$ cat src/rtl/wfg_axis_arb_pkg.sv
// Shared types and helpers for the waveform-generator AXI-Stream arbiter.
package wfg_axis_arb_pkg;

  typedef enum logic {
    IDLE   = 1'b0,
    LOCKED = 1'b1
  } arb_state_e;

  // Width of a requester index; never narrower than one bit.
  function automatic int gnt_w(input int n);
    return (n <= 2) ? 1 : $clog2(n);
  endfunction

endpackage

$ cat src/rtl/wfg_rr_picker.sv
// Combinational round-robin picker: searches upward from last+1 with wrap.
module wfg_rr_picker
  import wfg_axis_arb_pkg::*;
#(
  parameter int N = 4,
  parameter int W = gnt_w(N)
) (
  input  logic [N-1:0] req,
  input  logic [W-1:0] last,
  output logic [W-1:0] gnt_idx,
  output logic         any
);

  always_comb begin
    int         idx;
    logic [W-1:0] idx_w;
    logic       found;
    gnt_idx = '0;
    found   = 1'b0;
    idx     = 0;
    idx_w   = '0;
    for (int k = 1; k <= N; k++) begin
      idx   = (int'(last) + k) % N;
      idx_w = W'(idx);
      if (!found && req[idx_w]) begin
        found   = 1'b1;
        gnt_idx = idx_w;
      end
    end
    any = found;
  end

endmodule

$ cat src/rtl/wfg_axis_arb.sv
// Packet-locked round-robin AXI-Stream arbiter feeding the pattern driver.
module wfg_axis_arb
  import wfg_axis_arb_pkg::*;
#(
  parameter int NUM_SRC         = 4,
  parameter int AXIS_DATA_WIDTH = 32,
  localparam int GW             = gnt_w(NUM_SRC)
) (
  input  logic                                     clk,
  input  logic                                     rst_n,
  input  logic [NUM_SRC-1:0]                       src_en_i,
  input  logic [NUM_SRC-1:0]                       s_axis_tvalid_i,
  input  logic [NUM_SRC-1:0][AXIS_DATA_WIDTH-1:0]  s_axis_tdata_i,
  input  logic [NUM_SRC-1:0]                       s_axis_tlast_i,
  output logic [NUM_SRC-1:0]                       s_axis_tready_o,
  output logic                                     m_axis_tvalid_o,
  output logic [AXIS_DATA_WIDTH-1:0]               m_axis_tdata_o,
  output logic                                     m_axis_tlast_o,
  input  logic                                     m_axis_tready_i,
  output logic [GW-1:0]                            grant_o,
  output logic                                     busy_o
);

  arb_state_e    state_q, state_d;
  logic [GW-1:0] grant_q, grant_d;
  logic [GW-1:0] last_q, last_d;
  logic [GW-1:0] pick_idx;
  logic          pick_any;
  logic          locked;
  logic          eop;

  wfg_rr_picker #(.N(NUM_SRC), .W(GW)) u_picker (
    .req     (src_en_i & s_axis_tvalid_i),
    .last    (last_q),
    .gnt_idx (pick_idx),
    .any     (pick_any)
  );

  assign locked = (state_q == LOCKED);

  // Pure pass-through of the locked source; nothing is buffered here.
  always_comb begin
    m_axis_tvalid_o = 1'b0;
    m_axis_tdata_o  = '0;
    m_axis_tlast_o  = 1'b0;
    if (locked) begin
      m_axis_tvalid_o = s_axis_tvalid_i[grant_q];
      m_axis_tdata_o  = s_axis_tdata_i[grant_q];
      m_axis_tlast_o  = s_axis_tlast_i[grant_q];
    end
  end

  for (genvar i = 0; i < NUM_SRC; i++) begin : g_rdy
    assign s_axis_tready_o[i] = locked && (grant_q == GW'(i)) && m_axis_tready_i;
  end

  assign eop = m_axis_tvalid_o & m_axis_tready_i & m_axis_tlast_o;

  // src_en_i only gates new grants; an open packet always runs to tlast.
  always_comb begin
    state_d = state_q;
    grant_d = grant_q;
    last_d  = last_q;
    case (state_q)
      IDLE: begin
        if (pick_any) begin
          state_d = LOCKED;
          grant_d = pick_idx;
        end
      end
      LOCKED: begin
        if (eop) begin
          state_d = IDLE;
          last_d  = grant_q;
        end
      end
      default: state_d = IDLE;
    endcase
  end

  always_ff @(posedge clk or negedge rst_n) begin
    if (!rst_n) begin
      state_q <= IDLE;
      grant_q <= '0;
      last_q  <= GW'(NUM_SRC - 1);
    end else begin
      state_q <= state_d;
      grant_q <= grant_d;
      last_q  <= last_d;
    end
  end

  assign grant_o = grant_q;
  assign busy_o  = locked;

endmodule
$ cat config.mk
export PLATFORM = sky130hd
export DESIGN_NAME = wfg_axis_arb
export DESIGN_NICKNAME = d
export VERILOG_FILES = /design/src/rtl/wfg_axis_arb_pkg.sv /design/src/rtl/wfg_rr_picker.sv /design/src/rtl/wfg_axis_arb.sv
export SDC_FILE = /design/constraint.sdc
export NUM_CORES = 1
export LEC_CHECK = 0
export BUFFER_PORTS_ARGS = -buffer_cell sky130_fd_sc_hd__buf_2
export CORE_ASPECT_RATIO = 0.5
export CORE_UTILIZATION = 33
export DETAILED_ROUTE_END_ITERATION = 6
export PLACE_DENSITY = 0.8
export SLEW_MARGIN = 20
export SYNTH_ARGS = -nofsm -noshare
export SYNTH_HDL_FRONTEND = slang
export SYNTH_HIERARCHICAL = 1
export SYNTH_SLANG_ARGS = --single-unit
$ cat constraint.sdc
create_clock -name clk -period 1.7 [get_ports clk]
set_input_delay 0.085 -clock clk [delete_from_list [all_inputs] [get_ports clk]]
set_output_delay 0.085 -clock clk [all_outputs]
set_load 0.01 [all_outputs]
After elaboration in Yosys (flattened, before gate mapping) --
Index checks and enable logic that the tools add are counted. W data, S select, Z words.
Storage, ports and cells: bits in registers 5, bits in latches 0, bits in writable memories 0, memory bits (read-only) 0, input port bits 143, output and inout port bits 41, word-level logic and storage cells 64, memories 0
Operators by class: add/sub/neg operators 4, multipliers 0, div/mod/pow operators 0, $lt $le $gt $ge 5, equality and inequality tests 3, shift-type cells 0, multiplexer cells 28, bitwise operators 4, reduce and logical (&&, ||, !) cells 17
Operator list (number):
- $bmux W32 S2 | 1
- $mux W32 | 2
- $lt A2 B3 Y1 const B | 5
- $mux W1 | 14
- $bmux W1 S2 | 6
- $logic_and A1 B1 Y1 | 11
- $mux W2 | 4
- $add A2 B1 Y2 const B | 2
- $add A2 B2 Y2 const B | 2
- $and A4 B4 Y4 | 1
- $eq A2 B2 Y1 const B | 2
- $reduce_and A2 Y1 | 2
- $logic_not A1 Y1 | 3
- $and A1 B1 Y1 | 2
- $eq A2 B1 Y1 const B | 1
- $logic_not A2 Y1 | 1
- $pmux W1 S2 | 1
- $not A1 Y1 | 1

Longest topological paths before layout --
word-level depth 15, depth in mapped cells 6, gate-level depth less buffers 6

Cells and area by module --
The synthesis kept the hierarchy.
Modules (own cells, without submodules):
- wfg_axis_arb | times used 1, cells each 104, area an instance 1353.8 sq um
- wfg_rr_picker | times used 1, cells each 14, area an instance 91.3 sq um

Least setup slack after synthesis --
Ideal clock, no wire load.
path kind register to register, start register grant_q[0], in the netlist grant_o[0], end register last_q[0], arrival time 1.488 ns, required time 1.618 ns, setup slack 0.129 ns, cell stages (with the launch flop) 4, buffers on the path 0, clock period less this slack 1.571 ns, cells stage by stage dfrtp_1 mux4_1 nand4_2 mux2_2
Between the ends: word-level cells in the longest chain between the ends 6
Ends and longest elaborated chain:
- from (decl) | line wfg_axis_arb.sv:25 | logic [GW-1:0] grant_q, grant_d;
- from (signal assigned) | line wfg_axis_arb.sv:88 | grant_q <= grant_d;
- $bmux W1 S2 | line wfg_axis_arb.sv:47 | m_axis_tvalid_o = s_axis_tvalid_i[grant_q];
- $mux W1 (implied by the code) | line wfg_axis_arb.sv:47
- $mux W1 | line wfg_axis_arb.sv:46 | if (locked) begin
- $and A1 B1 Y1 (2 in a row) | line wfg_axis_arb.sv:57 | assign eop = m_axis_tvalid_o & m_axis_tready_i & m_axis_tlast_o;
- $reduce_and A2 Y1 (no line)
- to (signal assigned) | line wfg_axis_arb.sv:85 | last_q <= GW'(NUM_SRC - 1);
- to (signal assigned) | line wfg_axis_arb.sv:89 | last_q <= last_d;
- to (decl) | line wfg_axis_arb.sv:26 | logic [GW-1:0] last_q, last_d;
Parallel ways exist; a longest one is shown, timed or not. The select of a mux whose other input is x is not followed. A chain may end at the register's enable or synchronous reset.

Worst setup path in the final report --
start register grant_q[0], in the netlist grant_o[0], end output port m_axis_tdata_o[25]
Between the ends: word-level cells in the longest chain between the ends 3
Ends and longest elaborated chain:
- $bmux W32 S2 | line wfg_axis_arb.sv:48 | m_axis_tdata_o = s_axis_tdata_i[grant_q];
- $mux W32 (implied by the code) | line wfg_axis_arb.sv:48
- $mux W32 | line wfg_axis_arb.sv:46
- to (decl) | line wfg_axis_arb.sv:17 | output logic [AXIS_DATA_WIDTH-1:0] m_axis_tdata_o,
Every way passes these cells. The select of a mux whose other input is x is not followed.

==> key figures <==
Status
  – Run status: finished with violations
  – Violated checks: setup timing

GRT
  – Global-route wire length before repair: approximately 9000 um
  – Total congestion overflow: 0
  – Vias in the first global route: 1,891
  – Largest net degree at the start of global routing: 21
  – Total track usage: 25.1%
  – Initial antenna violation count: 0

Layout
  – Filler cells: 313
  – Antenna cell count: 0
  – Layout cells sized above 1: 87.1%
  – Nets: 454
  – Finished Layout Cells: 364
  – Final core utilization: 69.8%
  – Area grow syn2layout: 95.3%

Floorplanning
  – I/O Pins: 184
  – Area of the core: 4040 sq um
  – Die area: 4660 sq um
  – Starting Density: a little over a third
  – Row count: 16
  – DIE WIDTH: 95.6 um
  – Die height: 48.8 um

Synth
  – Top post-synthesis cells by area: mux4_2, and2_1, mux4_1, dfrtp_1, dfstp_2
  – Post-synth top area share: between 40% and 50%
  – Yosys Warn Count: 6
  – Post-synth top area cell: mux4_2
  – Synth Area per Inst: approximately 12 sq um
  – Post-synthesis sequential area ratio: 8.83%
  – Synth Instances: 118
  – Synth unique cells: 26
  – Post-synth net total: around 260
  – Post-Syn Area: 1450 sq um
  – Synthesized flop and latch total: 5

Pwr
  – PwrDens: 1730 nW/um^2
  – Tot Pwr: 4.89 mW
  – Worst VDD drop: 0.000759 V
  – Leakage: roughly 1.4 nW

Critical path
  – R2r startpoint: grant_o[0]
  – Worst-path fanout max: 8
  – Reg2reg end: last_q[0]
  – R2r setup slk: 0.01 ns
  – WP data arrival: around 1.7 ns
  – Worst R2R Path Depth: 5
  – Req. time, crit path: 1.62 ns
  – CP Capture Type: primary output
  – Crit Path Class: flip-flop to primary output
  – Crit path launch type: flip-flop

Clock network
  – CTS Buf Count: 3
  – Clock Path Buffers: 2
  – Root buffer selected by CTS: clkbuf_8
  – TritonCTS clock tree: done
  – CTS HTree Levels: 1
  – Worst-path clk slew: 0.04 ns
  – Worst skew pair latency: 0.22 ns
  – Sinks on Clock Net: 5

Timing
  – Maximum clock frequency: 563 MHz
  – Post-Route Skew: around 0.0028 ns
  – Crit share post-route: 104%
  – Hold Vio Cnt, Final: 0
  – Tmin final: 1.78 ns
  – RSZ-0062 raised after global routing: yes
  – Pins over their slew limit: 0
  – Worst Tran Pin Value: around 0.28 ns
  – Fin worst setup slack: -0.0765 ns
  – Final-report setup violation count: 34
  – Max_slew headroom: 81.5%

Placed design
  – Placed Cells: around 350
  – Hpwl dp: 4810 um
  – Buffers on Ports: ~180
  – GPL Wtd Cong: a little over 0.9

Detailed routing
  – Antenna-violating nets left: 0
  – Initial DRC Count: between 50 and 60
  – Via/cell ratio: 5.19
  – DR DRC count: 0
  – Post-Route WL: 6480 um
  – Via Count: 1,890
  – Wire length per cell: 17.8 um
  – DR pass1 iterations: 4

Min path
  – Worst Hold Class: input port to async pin

Flow run
  – Max_cap viols: 0
-- worst max-delay path, cell delays in order, from the launching register on --
cell	delay, ns
dfrtp_2	0.38
buf_12	0.14
buf_12	0.14
mux4_2	0.51
and2_4	0.18
buf_6	0.11
-- worst max path at each step --
| stage | startpoint | to | cells past startpoint |
|---|---|---|---|
| 2_1_floorplan | grant_o[0] | last_q[0] | 3 |
| 3_3_place_gp | grant_o[0] | m_axis_tdata_o[30] | 4 |
| 3_5_place_dp | grant_o[0] | m_axis_tdata_o[28] | 4 |
| 4_1_cts | grant_o[0] | m_axis_tdata_o[7] | 5 |
| 5_1_grt | grant_o[0] | m_axis_tvalid_o | 5 |
| 6_report | grant_o[0] | m_axis_tdata_o[25] | 5 |
-- layout make-up --
| class | count | area [sq um] | area share, % |
|---|---|---|---|
| tap | 54 | 67.6 | 2.39 |
| clock buffer | 4 | 45.0 | 1.60 |
| timing repair buffer | 200 | 1310 | 46.4 |
| inverter | 2 | 7.51 | 0.266 |
| sequential | 5 | 129 | 4.57 |
| multi-input combinational | 99 | 1260 | 44.8 |
-- where the power goes --
group | leakage, nW | internal, mW | switching (mW)
Combinational | 1.34 | 2.76 | 1.64
Sequential | 0.0541 | 0.194 | 0.0743
Clock | 0.0228 | 0.162 | 0.0661
-- metrics by stage --
stage               hold WS (ns)  setup WS (ns)  setup TNS, ns  cell area [sq um]
detailed placement       -0.0870         0.0899              0               2400
floorplan                 -0.211          0.129              0               1450
global route               0.221         -0.104          -2.81               2820
global placement         -0.0942          0.126              0               2400
CTS                        0.215         -0.121          -2.26               2530
finish                     0.208        -0.0765          -1.64               2820
-- state kept, by name, indices dropped and copies added, names as in the netlist --
name / count
grant_o: 2
last_q: 2
busy_o: 1
-- cells by family (layout without fill, tap and decap cells) --
group,after synthesis,in the layout,share of synthesized area (%)
AOI/OAI and AO/OA,7,7,3.64
muxes,38,38,57.8
buffers and inverters,14,206,7.27
DFF,5,5,8.83
and+or+nand+nor,54,54,22.4
-- layout by cell type (no fill, tap or decap) --
| cell | Yosys | final |
|---|---|---|
| a21oi_1 | 2 | 2 |
| a21oi_2 | 1 | 1 |
| a31oi_1 | 1 | 1 |
| and2_1 | 38 | 13 |
| and2_4 | 0 | 25 |
| and2b_1 | 1 | 1 |
| buf_12 | 2 | 4 |
| buf_2 | 4 | 158 |
| buf_4 | 0 | 8 |
| buf_6 | 2 | 26 |
| clkbuf_1 | 4 | 1 |
| clkbuf_16 | 0 | 3 |
| clkbuf_8 | 0 | 3 |
| dfrtp_1 | 3 | 2 |
| dfrtp_2 | 0 | 1 |
| dfstp_2 | 2 | 2 |
| dlygate4sd3_1 | 0 | 1 |
| inv_1 | 2 | 2 |
| mux2_2 | 3 | 1 |
| mux2_4 | 0 | 2 |
| mux2i_1 | 1 | 1 |
| mux4_2 | 27 | 34 |
| nand2_1 | 3 | 3 |
| nand2b_1 | 3 | 3 |
| nand3_1 | 1 | 1 |
| nand4_4 | 0 | 1 |
| nor2_1 | 4 | 4 |
| nor2b_1 | 1 | 1 |
| nor3_1 | 2 | 2 |
| o21a_1 | 1 | 1 |
| o21ai_0 | 1 | 1 |
| o221ai_2 | 1 | 1 |
-- synthesized netlist by cell type (all sizes together) --
cell,instances
a21oi,3
mux2i,1
inv,2
nand2b,3
nand2,3
dfrtp,3
nor2,4
o21a,1
mux2,3
nand3,1
nor3,2
nor2b,1
dfstp,2
o221ai,1
clkbuf,4
and2b,1
nand4,1
a31oi,1
buf,8
mux4,34
and2,38
o21ai,1
-- what timing repair did --
action,CTS,global route
gates cloned,1,3
hold endpoints to repair,5,0
hold buffers,1,0
gates resized for setup,16,48
buffers inserted,3,4
pin swaps,0,5
setup endpoints to repair,32,36
-- routing by layer --
layer / wire (um) / GRT usage (%) / part of all wire (%)
met3: 457 / 6.07 / 7.1
met4: 107 / 7.71 / 1.7
met2: 3390 / 42.5 / 52
met1: 2520 / 31.8 / 39
met5: 0 / 0 / 0
(Power assumes the default switching activity.)
